===== src/rtl/n64_vdc_encoder.sv =====
`default_nettype none
// ============================================================================
// Module   : n64_vdc_encoder
// Brief    : Generates N64-style VDC video (dsync + 7-bit bus) from a 24-bit
//            RGB pixel stream. It has its own raster timing generator. Each
//            pixel takes four words: one sync word, then R, G and B.
// Options  : VDC_TEST_PATTERN_EN adds pattern_sel. It selects eight colour bars.
// Revision : 1.0 - initial release
// ============================================================================
module n64_vdc_encoder #(
  parameter int H_ACTIVE = 640,
  parameter int H_FRONT  = 16,
  parameter int H_SYNC   = 57,
  parameter int H_TOTAL  = 773,
  parameter int V_ACTIVE = 240,
  parameter int V_FRONT  = 4,
  parameter int V_SYNC   = 3,
  parameter int V_TOTAL  = 263
) (
  input  logic        vdc_clk,
  input  logic        vdc_rst,
  input  logic [23:0] in_rgb,
  input  logic        in_valid,
`ifdef VDC_TEST_PATTERN_EN
  input  logic        pattern_sel,
`endif
  output logic        in_ready,
  output logic        vdc_dsync,
  output logic [6:0]  vdc_bus,
  output logic        sof,
  output logic        underrun
);

  localparam int HW = $clog2(H_TOTAL + 1);
  localparam int VW = $clog2(V_TOTAL + 1);

  localparam logic [HW-1:0] H_ACT_END  = HW'(H_ACTIVE);
  localparam logic [HW-1:0] H_SYNC_BEG = HW'(H_ACTIVE + H_FRONT);
  localparam logic [HW-1:0] H_SYNC_END = HW'(H_ACTIVE + H_FRONT + H_SYNC);
  localparam logic [HW-1:0] H_LAST     = HW'(H_TOTAL - 1);
  localparam logic [VW-1:0] V_ACT_END  = VW'(V_ACTIVE);
  localparam logic [VW-1:0] V_SYNC_BEG = VW'(V_ACTIVE + V_FRONT);
  localparam logic [VW-1:0] V_SYNC_END = VW'(V_ACTIVE + V_FRONT + V_SYNC);
  localparam logic [VW-1:0] V_LAST     = VW'(V_TOTAL - 1);

  // Reject raster geometries whose sync pulse would run past the line/frame end.
  if (H_ACTIVE + H_FRONT + H_SYNC > H_TOTAL) begin : g_bad_h_timing
    $error("n64_vdc_encoder: H_ACTIVE+H_FRONT+H_SYNC exceeds H_TOTAL");
  end
  if (V_ACTIVE + V_FRONT + V_SYNC > V_TOTAL) begin : g_bad_v_timing
    $error("n64_vdc_encoder: V_ACTIVE+V_FRONT+V_SYNC exceeds V_TOTAL");
  end

  logic [1:0]    phase;
  logic [HW-1:0] h;
  logic [VW-1:0] v;
  logic [23:0]   hold;

  logic       active;
  logic       hsync_n;
  logic       vsync_n;
  logic [6:0] sync_word;
  logic       use_pattern;
  logic [23:0] pattern_rgb;
  logic       unused_bits;

  assign active    = (h < H_ACT_END) && (v < V_ACT_END);
  assign hsync_n   = !((h >= H_SYNC_BEG) && (h < H_SYNC_END));
  assign vsync_n   = !((v >= V_SYNC_BEG) && (v < V_SYNC_END));
  assign sync_word = {3'b000, vsync_n, 1'b1, hsync_n, hsync_n & vsync_n};

`ifdef VDC_TEST_PATTERN_EN
  localparam logic [HW-1:0] BAR_W = HW'(H_ACTIVE / 8);
  logic [HW-1:0] bar_full;
  logic [2:0]    bar;
  logic          pattern_on;

  // Bar index 0..7 gives white, yellow, cyan, green, magenta, red, blue, black.
  assign bar_full    = h / BAR_W;
  assign bar         = bar_full[2:0];
  assign pattern_rgb = {{8{~bar[1]}}, {8{~bar[2]}}, {8{~bar[0]}}};
  assign use_pattern = pattern_on;
  assign unused_bits = ^{hold[23:16], hold[8], hold[0], bar_full, pattern_rgb[16],
                         pattern_rgb[8], pattern_rgb[0]};

  // pattern_sel is latched in the sync-word slot and holds for the whole pixel.
  always_ff @(posedge vdc_clk) begin
    if (vdc_rst) pattern_on <= 1'b0;
    else if (phase == 2'd0) pattern_on <= pattern_sel;
  end
`else
  assign pattern_rgb = 24'h000000;
  assign use_pattern = 1'b0;
  assign unused_bits = ^{hold[23:16], hold[8], hold[0], pattern_rgb};
`endif

  // Raster counters: phase steps every word, and h/v step at the end of each pixel.
  always_ff @(posedge vdc_clk) begin
    if (vdc_rst) begin
      phase <= 2'd0;
      h     <= '0;
      v     <= '0;
    end else begin
      phase <= phase + 2'd1;
      if (phase == 2'd3) begin
        if (h == H_LAST) begin
          h <= '0;
          v <= (v == V_LAST) ? '0 : v + VW'(1);
        end else begin
          h <= h + HW'(1);
        end
      end
    end
  end

  // Output word registers. The red word comes straight from in_rgb at capture, so there is no extra latency.
  always_ff @(posedge vdc_clk) begin
    if (vdc_rst) begin
      vdc_dsync <= 1'b1;
      vdc_bus   <= 7'h0F;
      in_ready  <= 1'b0;
      sof       <= 1'b0;
      underrun  <= 1'b0;
      hold      <= 24'h000000;
    end else begin
      in_ready <= 1'b0;
      sof      <= 1'b0;
      case (phase)
        2'd0: begin
          vdc_dsync <= 1'b0;
          vdc_bus   <= sync_word;
`ifdef VDC_TEST_PATTERN_EN
          in_ready  <= active && !pattern_sel;
`else
          in_ready  <= active;
`endif
          sof       <= (h == '0) && (v == '0);
        end
        2'd1: begin
          vdc_dsync <= 1'b1;
          if (!active) begin
            vdc_bus <= 7'h00;
            hold    <= 24'h000000;
          end else if (use_pattern) begin
            vdc_bus <= pattern_rgb[23:17];
            hold    <= pattern_rgb;
          end else if (in_valid) begin
            vdc_bus <= in_rgb[23:17];
            hold    <= in_rgb;
          end else begin
            vdc_bus  <= 7'h00;
            hold     <= 24'h000000;
            underrun <= 1'b1;
          end
        end
        2'd2: begin
          vdc_dsync <= 1'b1;
          vdc_bus   <= hold[15:9];
        end
        default: begin
          vdc_dsync <= 1'b1;
          vdc_bus   <= hold[7:1];
        end
      endcase
    end
  end

endmodule
`default_nettype wire

===== config.mk =====
export PLATFORM = sky130hd
export DESIGN_NAME = n64_vdc_encoder
export DESIGN_NICKNAME = d
export VERILOG_FILES = /design/src/rtl/n64_vdc_encoder.sv
export SDC_FILE = /design/constraint.sdc
export NUM_CORES = 1
export LEC_CHECK = 0
export CORE_ASPECT_RATIO = 0.75
export CORE_MARGIN = 1.5
export CORE_UTILIZATION = 50
export CTS_CLUSTER_SIZE = 28
export DETAILED_ROUTE_END_ITERATION = 16
export PLACE_DENSITY = 0.76
export SLEW_MARGIN = 20
export SYNTH_ARGS = -nofsm -noshare
export SYNTH_HDL_FRONTEND = slang
export SYNTH_SLANG_ARGS = --single-unit

===== constraint.sdc =====
create_clock -name vdc_clk -period 2.5 [get_ports vdc_clk]
set_input_delay 0.25 -clock vdc_clk [delete_from_list [all_inputs] [get_ports vdc_clk]]
set_output_delay 0.25 -clock vdc_clk [all_outputs]
set_load 0.02 [all_outputs]

---- After elaboration in Yosys (flattened, before gate mapping) ----
Cells that the tools add are included.
word-level totals
  logic and storage cells ................. 46
  memories kept ........................... 0
  register bits after elaboration ......... 48
  memory bits (read-only) ................. 0
  output and inout bits ................... 11
  latch bits .............................. 0
  RAM bits ................................ 0
operators by class
  $add $sub $neg .......................... 3
  shift-type cells ........................ 0
  magnitude comparators ................... 6
  bitwise operators ....................... 3
  eq/ne operators ......................... 5
  reductions and logical operators ........ 12
  divide/modulo/power cells ............... 0
  multipliers ............................. 0
  mux-type cells .......................... 8
operators with widths
  cell                                                                    number
  16-bit two-way mux                                                      2
  7-bit case mux with 3 select lines                                      1
  10-bit < comparator (second input constant)                             2
  9-bit by 8-bit < comparator with 1-bit output (second input constant)   2
  7-bit two-way mux                                                       2
  10-bit by 1-bit adder with 10-bit output (second input constant)        1
  10-bit equality test (second input constant)                            1
  10-bit >= comparator (second input constant)                            1
  10-bit logical NOT                                                      1
  10-bit two-way mux                                                      1
  9-bit by 1-bit adder with 9-bit output (second input constant)          1
  9-bit equality test (second input constant)                             1
  9-bit by 8-bit >= comparator with 1-bit output (second input constant)  1
  9-bit logical NOT                                                       1
  9-bit two-way mux                                                       1
  2-bit equality test (second input constant)                             2
  1-bit logical AND                                                       4
  3-bit AND reduction                                                     1
  2-bit by 1-bit adder with 2-bit output (second input constant)          1
  2-bit by 1-bit equality test with 1-bit output (second input constant)  1
  1-bit logical NOT                                                       2
  2-bit logical NOT                                                       1
  1-bit inverter                                                          2
  2-bit AND reduction                                                     1
  3 further kinds                                                         3

---- Longest topological paths before layout ----
Gate-level depths: netlist (run 1).
  depth in word-level cells ............... 5
  gate-level depth with buffers ........... 7

---- Least setup slack after synthesis (run 1) ----
OpenSTA, ideal clock, no wires.
  path type ............................... reg2reg
  from .................................... register phase[0]
  to ...................................... register v[7]
  cell stages (with the launch flop) ...... 7
  data required time ...................... 2.430 ns
  slack ................................... 0.721 ns
  arrival time ............................ 1.709 ns
  clock period less this slack ............ 1.779 ns
  path buffers ............................ 1
  cells stage by stage .................... dfxtp_1 -> ha_1 -> and4_1 -> clkbuf_4 -> nand3_4 -> or4_1 -> a21oi_1
on the way
  cells in the longest elaborated chain, start to end .. 2
ends and longest elaborated chain
  item                                  RTL line  text
  start, declared                       54        logic [1:0] phase;
  start signal, assigned                104       phase <= phase + 2'd1;
  2-bit equality test                   105       if (phase == 2'd3) begin
  2-bit AND reduction (no source line)  --
  end signal, assigned                  108       v <= (v == V_LAST) ? '0 : v + VW'(1);
  end, declared                         56        logic [VW-1:0] v;
No other way between the ends.
A chain may end at the register's enable or synchronous reset.

---- Worst setup path in the final report (run 1) ----
Ends and elaborated chain as after synthesis.

==> results of run 1 <==
-- through the flow --
| step | power (mW) | worst slack [ps] | hold slack, ps |
|---|---|---|---|
| after floorplan | 0.895 | 721 | 385 |
| after global placement | 0.986 | 539 | 450 |
| after detailed placement | 0.990 | 490 | 465 |
| after CTS | 1.54 | 466 | 485 |
| after global routing | 1.60 | 298 | 497 |
| final | 1.53 | 445 | 485 |
-- synthesized netlist by cell type (all sizes together), types with 2 or more instances --
cell and count:
xnor2 7, nor4 2, nor2b 20, and3 6
nor4bb 2, ha 11, nand3b 3, inv 9
nand2 10, and4 3, a21oi 20, nand4 9
clkbuf 6, nor3 7, dfxtp 46, buf 4
xor2 8, nor2 41, a221oi 3, nand3 6
mux2i 2, a211o 2, a31oi 2
-- layout make-up --
type / count / share of cell area [%]
clock buffer: 6 / 3.08
clock inverter: 1 / 1.12
tap: 55 / 2.57
multi-input combinational: 181 / 43.6
inverter: 9 / 1.26
timing repair buffer: 39 / 14.1
sequential: 46 / 34.3
-- logic make-up (layout without fill, tap and decap cells) --
kind of cell	Yosys count	after routing	synth area share, %
XOR/XNOR	15	15	6.01
multiplexers	2	2	0.916
AO/OA/AOI/OAI	39	39	11.3
AND/OR/NAND/NOR	114	114	28.7
buffers and inverters	19	55	4.64
flip-flops	46	46	42.1
adder cells (fa/ha/maj)	11	11	6.30
-- power breakdown --
part,leakage (nW),switching (mW),internal (mW)
logic,0.625,0.0967,0.102
clock network,0.0573,0.241,0.320
registers,0.374,0.0133,0.761
total,1.06,0.351,1.18
-- critical path, stage by stage, from the launching register on --
cell	delay, ps
dfxtp_1	400
ha_1	330
and4_1	430
nand3_4	140
or4_1	530
a21oi_1	150
-- how the worst max path moves through the flow --
stage	start	endpoint	slack, ps
after floorplan	phase[0]	v[7]	720
after global placement	phase[0]	v[7]	540
after global routing	phase[0]	v[7]	300
final	phase[0]	v[7]	440
after detailed placement	phase[0]	v[7]	490
after CTS	phase[0]	v[7]	470
-- state kept, by name (all words and copies together) (netlist names) --
signal     cells
h             10
hold          14
in_ready       1
phase          2
sof            1
underrun       1
v              9
vdc_bus        7
vdc_dsync      1
-- layer usage --
metal  wire (um)  share of wire [%]  track usage, %  vias to the layer above
met2        1950                 42            31.4                       37
met4          77                1.7            8.27                        0
li1            -                  -               -                      927
met1        2450                 53            30.2                      854
met5           0                  0               0                        -
met3         163                3.5            5.19                        9
==> flow_metrics.py, run 1 <==
metrics = {
    "pwr": {
        "p_per_area_nw_per_um2": 572,
        "ir_drop_uv": 367,
        "p_leak_nw": 1.06,
    },
    "sta": {
        "worst_clock_skew_ps": 7.01,
        "fmax_mhz": 487,
        "period_share_pct": 82.2,
        "setup_viol": 0,
        "final.setup.tns_ps": 0,
        "worst_pin_slew_ps": 527,
        "slew_headroom_pct": 64.8,
        "layout_min_cycle_time_ps": 2060,
        "rsz0062_at_grt": "false",
        "hold_violations": 0,
        "slew_violations": 0,
    },
    "critical_path": {
        "startpoint_type": "flip-flop",
        "reg2regPathDepth": 5,
        "path_max_fanout": 7,
        "crit_arrival_ps": 2280,
        "r2r-start": "phase[0]",
        "reg2reg_slack_ps": 440,
        "cp.required_ps": 2730,
        "r2r_end": "v[7]",
        "criticalPathCategory": "reg -> reg",
        "end_kind": "flip-flop",
    },
    "synth": {
        "yosysWarningCount": 0,
        "syn_inst": 246,
        "synth_cell_types": 45,
        "synth_ff_type": "dfxtp_1",
        "ys_ff_latch": 46,
        "postSynthNetCount": 284,
        "ys_async_sr_fraction_pct": 0,
        "syn_area_per_cell_sq_um": 8.89,
        "syn_area_sq_um": 2190,
        "seq_area_frac_synth_pct": 42.1,
        "synth_edf_count": 0,
        "synthTopCellsByArea": "dfxtp_1, nor2_1, ha_1",
        "synth_area_leader_cell": "dfxtp_1",
        "synth_top_area_share_pct": 42.1,
    },
    "place": {
        "gp_congestion": 0.858,
        "dpl_cell_area_sq_um": 2570,
        "dp_hpwl_um": 3420,
        "io_buffers": 34,
        "dp_cells": 330,
    },
    "clocking": {
        "cts-buffers-inserted": 5,
        "cts.clk_slew.worst_paths_ps": 80,
        "htree_num_levels": 2,
        "clock-sinks": 46,
        "cts_hold_buf": 0,
        "cts_setup_buffers": 0,
        "post_cts_resize_count": 0,
        "clk_path_buf_depth": 2,
        "cts_root_buf": "clkbuf_8",
        "clk_latency_ps": 300,
        "cts_tree": "built",
    },
    "finish": {
        "multi_input_area_sq_um": 1170,
        "drive_gt1_share_pct": 7.09,
        "layout_common_cells": "dfxtp_1, nor2_1, clkdlybuf4s50_1",
        "nets": 320,
        "layout_commonest_cell": "dfxtp_1",
        "final_cells": 337,
        "utilization_pct": 65.0,
        "regArea_sq_um": 921,
        "antenna_cells": 0,
        "final_cell_area_sq_um": 2680,
        "synthToLayoutAreaGrowth_pct": 22.7,
        "nFillCells": 351,
    },
    "floorplan": {
        "die_w_um": 79.3,
        "fp.dieH_um": 60.3,
        "row_count": 20,
        "initial_utilization_pct": 52.9,
        "die_area_sq_um": 4780,
        "core_sq_um": 4130,
        "io_pins": 38,
    },
    "job": {
        "cap_viol_max_count": 0,
    },
    "grt": {
        "grtUsageTotal_pct": 21.3,
        "grt_remaining_overflow": 0,
        "antenna_found_initial": 0,
        "grt_pass1_vias": 1591,
        "grt_pass1_wl_um": 7670,
        "grt_max_degree": 21,
    },
    "hold_path": {
        "hp-class": "reg -> reg",
        "worstHoldEndpoint": "underrun",
        "hold_start": "underrun",
        "min_delay_path_depth": 2,
    },
    "detailed_routing": {
        "wl_per_cell_um": 13.8,
        "drtAntennaViolNets": 0,
        "drt_first_pass_iters": 5,
        "via_count": 1827,
        "drcViolationCount": 0,
        "routed_via_density": 5.42,
        "routed_wl_um": 4640,
        "dr.first_iter.drc_count": 115,
    },
    "run_status": {
        "status": "finished, final reports clean",
    },
}
Power figures use the tool's default switching activity.
==> run 2, diff against run 1 <==
CORE_UTILIZATION = 47   (was 50)
PLACE_DENSITY = 0.75   (was 0.76)
clock period = 1.7 ns   (was 2.5 ns; I/O delays follow)
==> flow_metrics.py, run 2 (same netlist as run 1, synthesis figures left out) <==
metrics = {
    "finish": {
        "max_flop_register": "hold",
        "final_cell_area_sq_um": 2790,
        "reg_top3": "hold (14), h (10), v (9)",
        "antenna_cells": 0,
        "drive_gt1_share_pct": 13.0,
        "nFillCells": 390,
        "layout_commonest_cell": "dfxtp_1",
        "synthToLayoutAreaGrowth_pct": 27.5,
        "largest_reg_flops": 14,
        "nets": 329,
        "utilization_pct": 62.4,
        "layout_common_cells": "dfxtp_1, nor2_1, clkdlybuf4s50_1",
    },
    "pwr": {
        "p_per_area_nw_per_um2": 805,
        "power_frac_seq_pct": 50.9,
        "p_leak_nw": 1.11,
        "switching_share_pct": 23.6,
        "switchingPower_uw": 528,
        "ir_drop_uv": 398,
        "p_int_mw": 1.71,
        "power_mw": 2.24,
        "pwr-share-comb_pct": 13.7,
        "clockPowerShare_pct": 35.4,
    },
    "floorplan": {
        "row_count": 21,
        "fp.dieH_um": 62.1,
        "die_w_um": 81.7,
        "core_sq_um": 4470,
        "io_pins": 38,
        "initial_utilization_pct": 48.9,
        "die_area_sq_um": 5070,
    },
    "sta": {
        "fin_ws_ps": 92.4,
        "layout_min_cycle_time_ps": 1610,
        "hold_violations": 0,
        "fmax_mhz": 622,
        "worst_pin_slew_ps": 409,
        "worst_clock_skew_ps": 6.43,
        "slew_headroom_pct": 72.7,
        "rsz0062_at_grt": "false",
        "period_share_pct": 94.6,
        "slew_violations": 0,
        "setup_viol": 0,
        "final.setup.tns_ps": 0,
    },
    "grt": {
        "grt_pass1_vias": 1592,
        "grt_busiest_layer": "met2",
        "met2_usage_pct": 28.6,
        "use_met3_pct": 3.65,
        "met1_usage_pct": 28.1,
        "grt_pass1_wl_um": 7420,
        "antenna_found_initial": 0,
        "grt_max_degree": 21,
        "grtUsageTotal_pct": 19.6,
        "grt_remaining_overflow": 0,
    },
    "clocking": {
        "htree_num_levels": 2,
        "cts-buffers-inserted": 5,
        "cts_tree": "built",
        "clock-sinks": 46,
        "cts_root_buf": "clkbuf_8",
        "cts_hold_buf": 0,
        "clk_path_buf_depth": 2,
        "clk_latency_ps": 300,
        "cts.clk_slew.worst_paths_ps": 80,
    },
    "critical_path": {
        "critical_path.cell_chain": "ha_4 -> and4_1 -> nand3_4 -> or4_1 -> a21oi_1",
        "end_kind": "flip-flop",
        "r2r-start": "phase[1]",
        "worst_path_max_delay_cell": "dfxtp_1",
        "cp_slowest_stage_delay_ps": 440,
        "reg2regPathDepth": 5,
        "r2r_end": "v[7]",
        "criticalPathCategory": "reg -> reg",
        "path_max_fanout": 6,
        "crit_arrival_ps": 1850,
        "cp.required_ps": 1940,
        "reg2reg_slack_ps": 90,
        "startpoint_type": "flip-flop",
    },
    "hold_path": {
        "hp-class": "in -> reg",
        "worstHoldEndpoint": "vdc_bus[2]",
        "min_delay_path_depth": 3,
        "hold_start": "in_rgb[19]",
    },
    "detailed_routing": {
        "drcViolationCount": 0,
        "dr.first_iter.drc_count": 90,
        "routed_wl_um": 4710,
        "via_count": 1860,
        "wl_per_cell_um": 13.5,
        "drtAntennaViolNets": 0,
        "routed_via_density": 5.33,
        "drt_first_pass_iters": 4,
    },
    "place": {
        "dpl_cell_area_sq_um": 2660,
        "io_buffers": 34,
        "dp_hpwl_um": 3370,
        "place_ws_ps": 80.2,
        "gp_congestion": 0.802,
    },
    "job": {
        "cap_viol_max_count": 0,
    },
    "run_status": {
        "status": "finished, final reports clean",
    },
}
run 2: cell types whose count changed in the layout (fill, tap and decap cells not counted), moves of 2 or more:
cell      before  now
buf_4          5   13
ha_1          11    9
inv_1          9    7
clkinv_2       0    2
dfxtp_1       46   43
inv_2          0    2
dfxtp_2        0    3
run 2: worst max path at each step:
stage / cells past startpoint / end / startpoint / slack (ps)
3_5_place_dp: 6 / vdc_bus[1] / phase[0] / 80
4_1_cts: 6 / vdc_bus[1] / phase[0] / 50
3_3_place_gp: 6 / vdc_bus[1] / phase[0] / 90
2_1_floorplan: 6 / v[7] / h[0] / 90
6_report: 5 / v[7] / phase[1] / 90
5_1_grt: 7 / v[8] / h[1] / 4
run 2: routing by layer:
layer,up-vias,share of wire (%)
met5,-,0
met4,0,1.5
met3,7,5.3
met2,46,43
met1,861,50
li1,946,-
run 2: repair_timing:
| action | 4_1_cts | 5_1_grt |
|---|---|---|
| endpoints found under the setup margin | 0 | 8 |
| buffers inserted | 0 | 1 |
| endpoints found under the hold margin | 0 | 0 |
| resized for setup | 0 | 7 |
run 2: through the flow:
step	instances	hold WS (ps)
2_1_floorplan	246	305
3_3_place_gp	340	464
3_5_place_dp	340	468
4_1_cts	348	407
5_1_grt	349	438
6_report	349	416
run 2: power groups by stage:
stage                     clock network, mW  logic [mW]  registers, mW
final                                 0.794       0.307           1.14
after global routing                  0.863       0.335           1.15
after CTS                             0.815       0.303           1.14
after detailed placement                  0       0.300           1.17
after global placement                    0       0.299           1.16
after floorplan                           0       0.129           1.19
run 2: worst max-delay path: cells and delay by family, from the launching register on:
family / cells / cell delay (ps)
adder cells (fa/ha/maj): 1 / 210
AO/OA/AOI/OAI: 1 / 130
flip-flops: 1 / 440
AND/OR/NAND/NOR: 3 / 780
run 2: layout make-up:
cell class | count | area (sq um) | share of cell area (%)
multi-input cells | 181 | 1190 | 42.7
inverters | 9 | 33.8 | 1.21
clock inverters | 3 | 40.0 | 1.44
well taps | 57 | 71.3 | 2.56
repair buffers | 48 | 458 | 16.4
clock buffers | 5 | 68.8 | 2.47
flip-flops and latches | 46 | 925 | 33.2
==> run 3, diff against run 2 <==
SLEW_MARGIN = unset   (was 20)
==> results of run 3 <==
Final layout, timing and power as in run 2 (identical DEF).
